File: config.mk
export PLATFORM = sky130hd
export DESIGN_NAME = alu_issue_unit
export DESIGN_NICKNAME = d
export VERILOG_FILES = /design/src/rtl/alu_issue_unit.sv
export SDC_FILE = /design/constraint.sdc
export NUM_CORES = 2
export LEC_CHECK = 0
export ABC_AREA = 1
export BUFFER_PORTS_ARGS = -buffer_cell sky130_fd_sc_hd__buf_4
export CELL_PAD_IN_SITES_DETAIL_PLACEMENT = 0
export CELL_PAD_IN_SITES_GLOBAL_PLACEMENT = 1
export CORE_ASPECT_RATIO = 2
export CORE_MARGIN = 2
export CORE_UTILIZATION = 25
export CTS_BUF_LIST = sky130_fd_sc_hd__clkbuf_8 sky130_fd_sc_hd__clkbuf_16
export CTS_CLUSTER_DIAMETER = 120
export DETAILED_ROUTE_END_ITERATION = 8
export PLACE_DENSITY = 0.57
export SLEW_MARGIN = 20
export SYNTH_ARGS = -nofsm -noshare
export SYNTH_HDL_FRONTEND = slang
export SYNTH_SLANG_ARGS = --single-unit
File: constraint.sdc
create_clock -name clk -period 3.2 [get_ports clk]
set_clock_uncertainty 0.2 [all_clocks]
set_input_delay 0.48 -clock clk [delete_from_list [all_inputs] [get_ports clk]]
set_output_delay 0.48 -clock clk [all_outputs]
set_load 0.005 [all_outputs]
File: src/rtl/alu_issue_unit.sv
// ---------------------------------------------------------------------------
// alu_issue_unit
//
// Issue and writeback stage that feeds an external combinational ALU.
// One MIPS R-type instruction is in flight at a time. The instruction moves
// through three states:
//   IDLE : accept an instruction, read rs/rt, decode the funct field
//   EXEC : operands and ALU op are held stable, the ALU result is captured
//   WB   : done pulses and the captured result is written to rd
// A new instruction can be accepted every third cycle.
//
// Ports
//   clk          rising-edge clock
//   rst          synchronous, active-high reset
//   instr_valid  instr holds a valid instruction
//   instr_ready  unit can accept (IDLE state and not in reset)
//   instr        [31:26] op, [25:21] rs, [20:16] rt, [15:11] rd, [5:0] funct
//   alu_a        registered operand A to the ALU
//   alu_b        registered operand B to the ALU
//   alu_funct    registered ALU operation code
//   alu_out      combinational ALU result
//   done         one-cycle retire pulse
//   illegal      retired instruction was not decodable (valid with done)
//   wb_rd        destination register of the retired instruction
//   wb_data      value written back (0 for illegal instructions)
//   dbg_addr     debug read address into the register file
//   dbg_data     combinational debug read data (register 0 reads 0)
// ---------------------------------------------------------------------------
module alu_issue_unit #(
    parameter int DATA_W  = 32,
    parameter int REG_AW  = 5,
    parameter int FUNCT_W = 5
) (
    input  logic               clk,
    input  logic               rst,
    input  logic               instr_valid,
    output logic               instr_ready,
    input  logic [31:0]        instr,
    output logic [DATA_W-1:0]  alu_a,
    output logic [DATA_W-1:0]  alu_b,
    output logic [FUNCT_W-1:0] alu_funct,
    input  logic [DATA_W-1:0]  alu_out,
    output logic               done,
    output logic               illegal,
    output logic [REG_AW-1:0]  wb_rd,
    output logic [DATA_W-1:0]  wb_data,
    input  logic [REG_AW-1:0]  dbg_addr,
    output logic [DATA_W-1:0]  dbg_data
);

    localparam int NREG = 2 ** REG_AW;

    // ALU operation codes understood by the external ALU
    localparam logic [FUNCT_W-1:0] F_ADD  = FUNCT_W'(0);
    localparam logic [FUNCT_W-1:0] F_SUB  = FUNCT_W'(1);
    localparam logic [FUNCT_W-1:0] F_ADDU = FUNCT_W'(2);
    localparam logic [FUNCT_W-1:0] F_SUBU = FUNCT_W'(3);
    localparam logic [FUNCT_W-1:0] F_AND  = FUNCT_W'(4);
    localparam logic [FUNCT_W-1:0] F_OR   = FUNCT_W'(5);
    localparam logic [FUNCT_W-1:0] F_SLLV = FUNCT_W'(6);
    localparam logic [FUNCT_W-1:0] F_SRLV = FUNCT_W'(7);
    localparam logic [FUNCT_W-1:0] F_SLTU = FUNCT_W'(8);

    typedef enum logic [1:0] {
        IDLE = 2'd0,
        EXEC = 2'd1,
        WB   = 2'd2
    } state_t;

    state_t state;
    state_t next_state;

    logic [DATA_W-1:0]  regs [NREG];

    logic [5:0]         op;
    logic [5:0]         mips_funct;
    logic [REG_AW-1:0]  rs;
    logic [REG_AW-1:0]  rt;
    logic [REG_AW-1:0]  rd;
    logic               unused_shamt;

    logic [DATA_W-1:0]  rs_val;
    logic [DATA_W-1:0]  rt_val;
    logic [FUNCT_W-1:0] dec_funct;
    logic               dec_illegal;

    logic [REG_AW-1:0]  rd_q;
    logic               ill_q;

    // Instruction field extraction; the shamt field is not used by this unit
    assign op           = instr[31:26];
    assign rs           = REG_AW'(instr[25:21]);
    assign rt           = REG_AW'(instr[20:16]);
    assign rd           = REG_AW'(instr[15:11]);
    assign mips_funct   = instr[5:0];
    assign unused_shamt = ^instr[10:6];

    // Register file reads. Register 0 is never written, but the read path
    // forces it to zero so it stays hardwired regardless of storage contents.
    assign rs_val   = (rs == '0)       ? '0 : regs[rs];
    assign rt_val   = (rt == '0)       ? '0 : regs[rt];
    assign dbg_data = (dbg_addr == '0) ? '0 : regs[dbg_addr];

    // Decode of the MIPS funct field into the ALU operation code. Anything
    // that is not R-type (op != 0) or uses an unsupported funct is flagged
    // illegal and gets the neutral code 0.
    always_comb begin
        dec_funct   = '0;
        dec_illegal = 1'b0;
        case (mips_funct)
            6'h20:   dec_funct = F_ADD;
            6'h22:   dec_funct = F_SUB;
            6'h21:   dec_funct = F_ADDU;
            6'h23:   dec_funct = F_SUBU;
            6'h24:   dec_funct = F_AND;
            6'h25:   dec_funct = F_OR;
            6'h04:   dec_funct = F_SLLV;
            6'h06:   dec_funct = F_SRLV;
            6'h2B:   dec_funct = F_SLTU;
            default: dec_illegal = 1'b1;
        endcase
        if ((op != 6'h00) || dec_illegal) begin
            dec_illegal = 1'b1;
            dec_funct   = '0;
        end
    end

    // State register
    always_ff @(posedge clk) begin
        if (rst) begin
            state <= IDLE;
        end else begin
            state <= next_state;
        end
    end

    // Next-state and handshake/retire outputs. Both ready and done are held
    // low while reset is asserted so nothing is accepted or reported during
    // a reset that lands mid-instruction.
    always_comb begin
        next_state  = state;
        instr_ready = 1'b0;
        done        = 1'b0;
        case (state)
            IDLE: begin
                instr_ready = !rst;
                if (instr_valid && !rst) begin
                    next_state = EXEC;
                end
            end
            EXEC: begin
                next_state = WB;
            end
            WB: begin
                done       = !rst;
                next_state = IDLE;
            end
            default: begin
                next_state = IDLE;
            end
        endcase
    end

    // The illegal flag is only meaningful while done is high
    assign illegal = done & ill_q;
    assign wb_rd   = rd_q;

    // Datapath: operand capture at acceptance, result capture at the end of
    // EXEC, and register write at the end of WB. Writing at the end of WB
    // means an instruction accepted in the following IDLE cycle already
    // sees the new value, so no forwarding path is needed.
    always_ff @(posedge clk) begin
        if (rst) begin
            for (int i = 0; i < NREG; i++) begin
                regs[i] <= '0;
            end
            alu_a     <= '0;
            alu_b     <= '0;
            alu_funct <= '0;
            rd_q      <= '0;
            ill_q     <= 1'b0;
            wb_data   <= '0;
        end else begin
            case (state)
                IDLE: begin
                    if (instr_valid && instr_ready) begin
                        alu_a     <= dec_illegal ? '0 : rs_val;
                        alu_b     <= dec_illegal ? '0 : rt_val;
                        alu_funct <= dec_funct;
                        rd_q      <= rd;
                        ill_q     <= dec_illegal;
                    end
                end
                EXEC: begin
                    wb_data <= ill_q ? '0 : alu_out;
                end
                WB: begin
                    if (!ill_q && (rd_q != '0)) begin
                        regs[rd_q] <= wb_data;
                    end
                end
                default: begin
                end
            endcase
        end
    end

endmodule

==> impl_metrics.toml <==
[power_and_ir_drop]
vdd_ir_drop_max_mv = 0.454
power.density_nw_per_um2 = 458
leakage_nw = 34.2

[timing]
timing.fmax_mhz = 317
grt_setup_unrepaired = "yes"
period_minus_slack_ns = 3.16
timing.max_slew.rel_slack_pct = 22.0
final_hold_violating_endpoints = 0
setup_viol_count_final = 0
period_share_pct = 98.7
tightest_slew_ns = 1.17
slew_viol_final = 0

[layout]
drive_above_1_share_pct = 9.77
final_cells = 13900
fin_nets = 10100
design_area_sq_um = 84700
areaGrowthSynthToFinish_pct = 19.0

[grt]
antenna_violations_before_repair = 12
number_of_global_route_vias_before_repair = 72700
globalRoute.totalOverflow = 0
largest_net_degree_at_the_start_of_global_routing = 98
grt_first_pass_wirelength_mm = 554
aggregate_global_route_resource_usage_pct = 26.9

[setup_path]
critical-path-top-delay-family = "buffers and inverters"
critPathArrivalTime_ns = 2.48
critPathCaptureType = "primary output"
path_class = "in2out"
max_stage_delay_ns = 0.23
worst-endpoint-required_ns = 2.52
path_cells = "clkbuf_8 -> inv_12 -> buf_16 -> buf_12 -> o21ai_0 -> o211ai_1 -> nand3_1 -> o21ai_2 -> buf_4 -> nor2_1 -> nor2_1 -> buf_4"
critPathMaxFanout = 32
start_kind = "input port"
cpMaxStageDelayCell = "buf_16"
critical_path.n_buffers_inverters = 6

[synthesis]
synth.yosys.seq_area_share_pct = 46.3
yosys.area_share.xor_xnor_pct = 0
syn_inst = 9978
yosysWarnings = 0
synth_compound_area_share_pct = 9.80
post_synth.cell_area_avg_sq_um = 7.13
synth-seq-cells = 1132
post_synth_fa_ha_maj_area_fraction_pct = 0
synthDistinctLibCells = 24
main_combinational_cell_family_by_area_after_synthesis = "simple AND/OR/NAND/NOR gates"
synth.area.mux_share_pct = 0
synth-simple-area-share_pct = 33.4
syn_area_sq_um = 71100

[place]
routabilityCongestion = 0.892
port-buffer-count = 206
dpl_cell_area_sq_um = 80000
total_placed_cells_including_tap_cells = 13600
place_hpwl_mm = 250

[drt]
antenna_violating_nets_post_route = 0
route.vias.total = 75300
drt_drc_violations_left = 0
post_drt_via_cell_ratio = 5.43
drt-pass1-iter-count = 8
routed_wl_mm = 404
routedWlPerCell_um = 29.1
number_of_violations_reported_at_the_end_of_detailed_routing_iteration_0 = 8704

[cts]
cts_root_buffer = "clkbuf_16"
numCtsBuffers = 116
tritoncts = "yes"
clk_pin_slew_ns = 0.06
clk_latency_ns = 0.82
cts.htree.levels = 3
cts_num_sinks = 1132
cts-root-to-sink-buffers = 3

[flow_run]
max_cap_violations = 0

[worst_hold_path]
timing.hold.worst.class = "in2reg"

[floorplan]
fp.coreArea_sq_um = 284000
ios = 213
floorplan.die_area_sq_um = 289000
dieHeight_um = 758
initial_utilization_pct = 25.1
die_w_um = 381
core.rowCount = 277

[status]
outcome = "finished clean"
-- worst paths after layout --
check	start	to	slack, ns	cells after the start
hold reg to reg	alu_b[24]	alu_b[24]	0.26	2
setup / recovery	dbg_addr[1]	dbg_data[28]	0.04	12
setup reg to reg	state[1]	alu_a[11]	0.19	10
hold / removal	rst	alu_a[31]	0.06	3
-- final cells by class --
cell class | count | area [sq um]
multi-input cells | 6952 | 31200
repair buffers | 744 | 7950
clock buffers | 124 | 3080
well taps | 3766 | 4710
fillers | 30300 | 199000
clock inverters | 97 | 877
inverters | 1040 | 3980
flip-flops and latches | 1132 | 32900
diodes | 3 | 7.51
-- worst reg2reg max path: stages, from the launching register on --
cell           delay (ns)
dfxtp_1              0.35
nor3_2               0.29
nand2_4              0.07
dlygate4sd3_1        0.58
nor2_1               0.13
o21ai_0              0.11
buf_4                0.20
nor2_4               0.16
buf_12               0.27
nand3_1              0.35
a21oi_1              0.22
-- timing repair --
item / 4_1_cts / 5_1_grt
hold buffers: 53 / 0
gates cloned: 0 / 3
pin swaps: 0 / 8
endpoints found under the setup margin: 9 / 17
endpoints found under the hold margin: 42 / 0
buffers inserted: 0 / 1
resized for setup: 18 / 29
-- cell usage after synthesis --
cell type / number / area, sq um
nand2_1: 2267 / 8510
conb_1: 1 / 3.75
nand4_1: 1 / 6.26
o31ai_1: 28 / 210
a211oi_1: 4 / 30.0
buf_2: 188 / 941
buf_1: 116 / 435
o211ai_1: 107 / 803
nor2_1: 1144 / 4290
nand3b_1: 1 / 7.51
clkinv_1: 3 / 11.3
nand3_1: 2161 / 10800
nor3_1: 10 / 50.1
o21ai_0: 627 / 3140
nor3_2: 2 / 20.0
a21oi_1: 558 / 2790
inv_1: 1033 / 3880
inv_2: 4 / 15.0
nor3_4: 3 / 48.8
clkbuf_1: 581 / 2180
or2_2: 6 / 37.5
buf_4: 1 / 7.51
dfxtp_1: 108 / 2160
edfxtp_1: 1024 / 30700
-- registers in the layout, indices dropped and copies added (netlist names) --
name	flops
state	2
wb_rd	5
alu_funct	4
ill_q	1
wb_data	32
alu_a	32
regs	1024
alu_b	32
-- kinds of logic (layout without fill, tap and decap cells) --
group / after synthesis / after routing
AOI/OAI and AO/OA: 1324 / 1324
DFF: 1132 / 1132
other: 1 / 36
and+or+nand+nor: 5595 / 5595
buffers and inverters: 1926 / 2005
-- placed cells by master, fill, tap and decap left out, types with 5 or more instances in the layout --
| cell | n |
|---|---|
| buf_4 | 510 |
| nor2_1 | 1128 |
| nor2_4 | 6 |
| clkinv_2 | 22 |
| inv_6 | 7 |
| buf_8 | 5 |
| nand3_1 | 2159 |
| conb_1 | 33 |
| dlygate4sd3_1 | 53 |
| nand2_2 | 68 |
| clkbuf_16 | 125 |
| dfxtp_1 | 108 |
| nor3_1 | 10 |
| nand2_1 | 2198 |
| inv_8 | 5 |
| o211ai_1 | 107 |
| buf_6 | 5 |
| clkinv_1 | 25 |
| bufinv_16 | 15 |
| o21ai_1 | 14 |
| or2_2 | 6 |
| a21oi_1 | 557 |
| nor2_2 | 10 |
| inv_1 | 1041 |
| edfxtp_1 | 1024 |
| buf_12 | 162 |
| o21ai_0 | 612 |
| clkinvlp_4 | 8 |
| o31ai_1 | 28 |
-- stage by stage --
step | worst slack (ns) | setup TNS [ns] | utilization [%] | power [mW] | hold slack [ns]
after detailed placement | -0.166 | -0.418 | 28.2 | 24.0 | 0.258
final | 0.0422 | 0 | 29.8 | 38.7 | 0.0565
after global routing | -0.101 | -0.227 | 29.8 | 39.9 | 0.0775
after floorplan | 0.284 | 0 | - | 20.6 | 0.262
after global placement | -0.168 | -0.492 | 28.2 | 23.9 | 0.258
after CTS | 0.00114 | 0 | 29.8 | 38.9 | 0.0226
-- report_power, final --
part / internal [mW] / leakage [nW] / total (mW) / switching, mW
clock network: 8.14 / 2.00 / 14.9 / 6.75
logic: 2.03 / 20.8 / 7.04 / 5.01
registers: 16.6 / 11.4 / 16.8 / 0.252
-- layer usage --
metal,GRT usage [%],wire length (um),up-vias,part of all wire (%)
met4,18.7,32900,6,8.1
met1,30.3,145000,36500,36
met2,46.0,193000,4488,48
met5,0,35,-,0.0087
met3,4.70,32400,1393,8.0
li1,-,-,32900,-
Note: power is estimated with default switching activity, not from simulation.
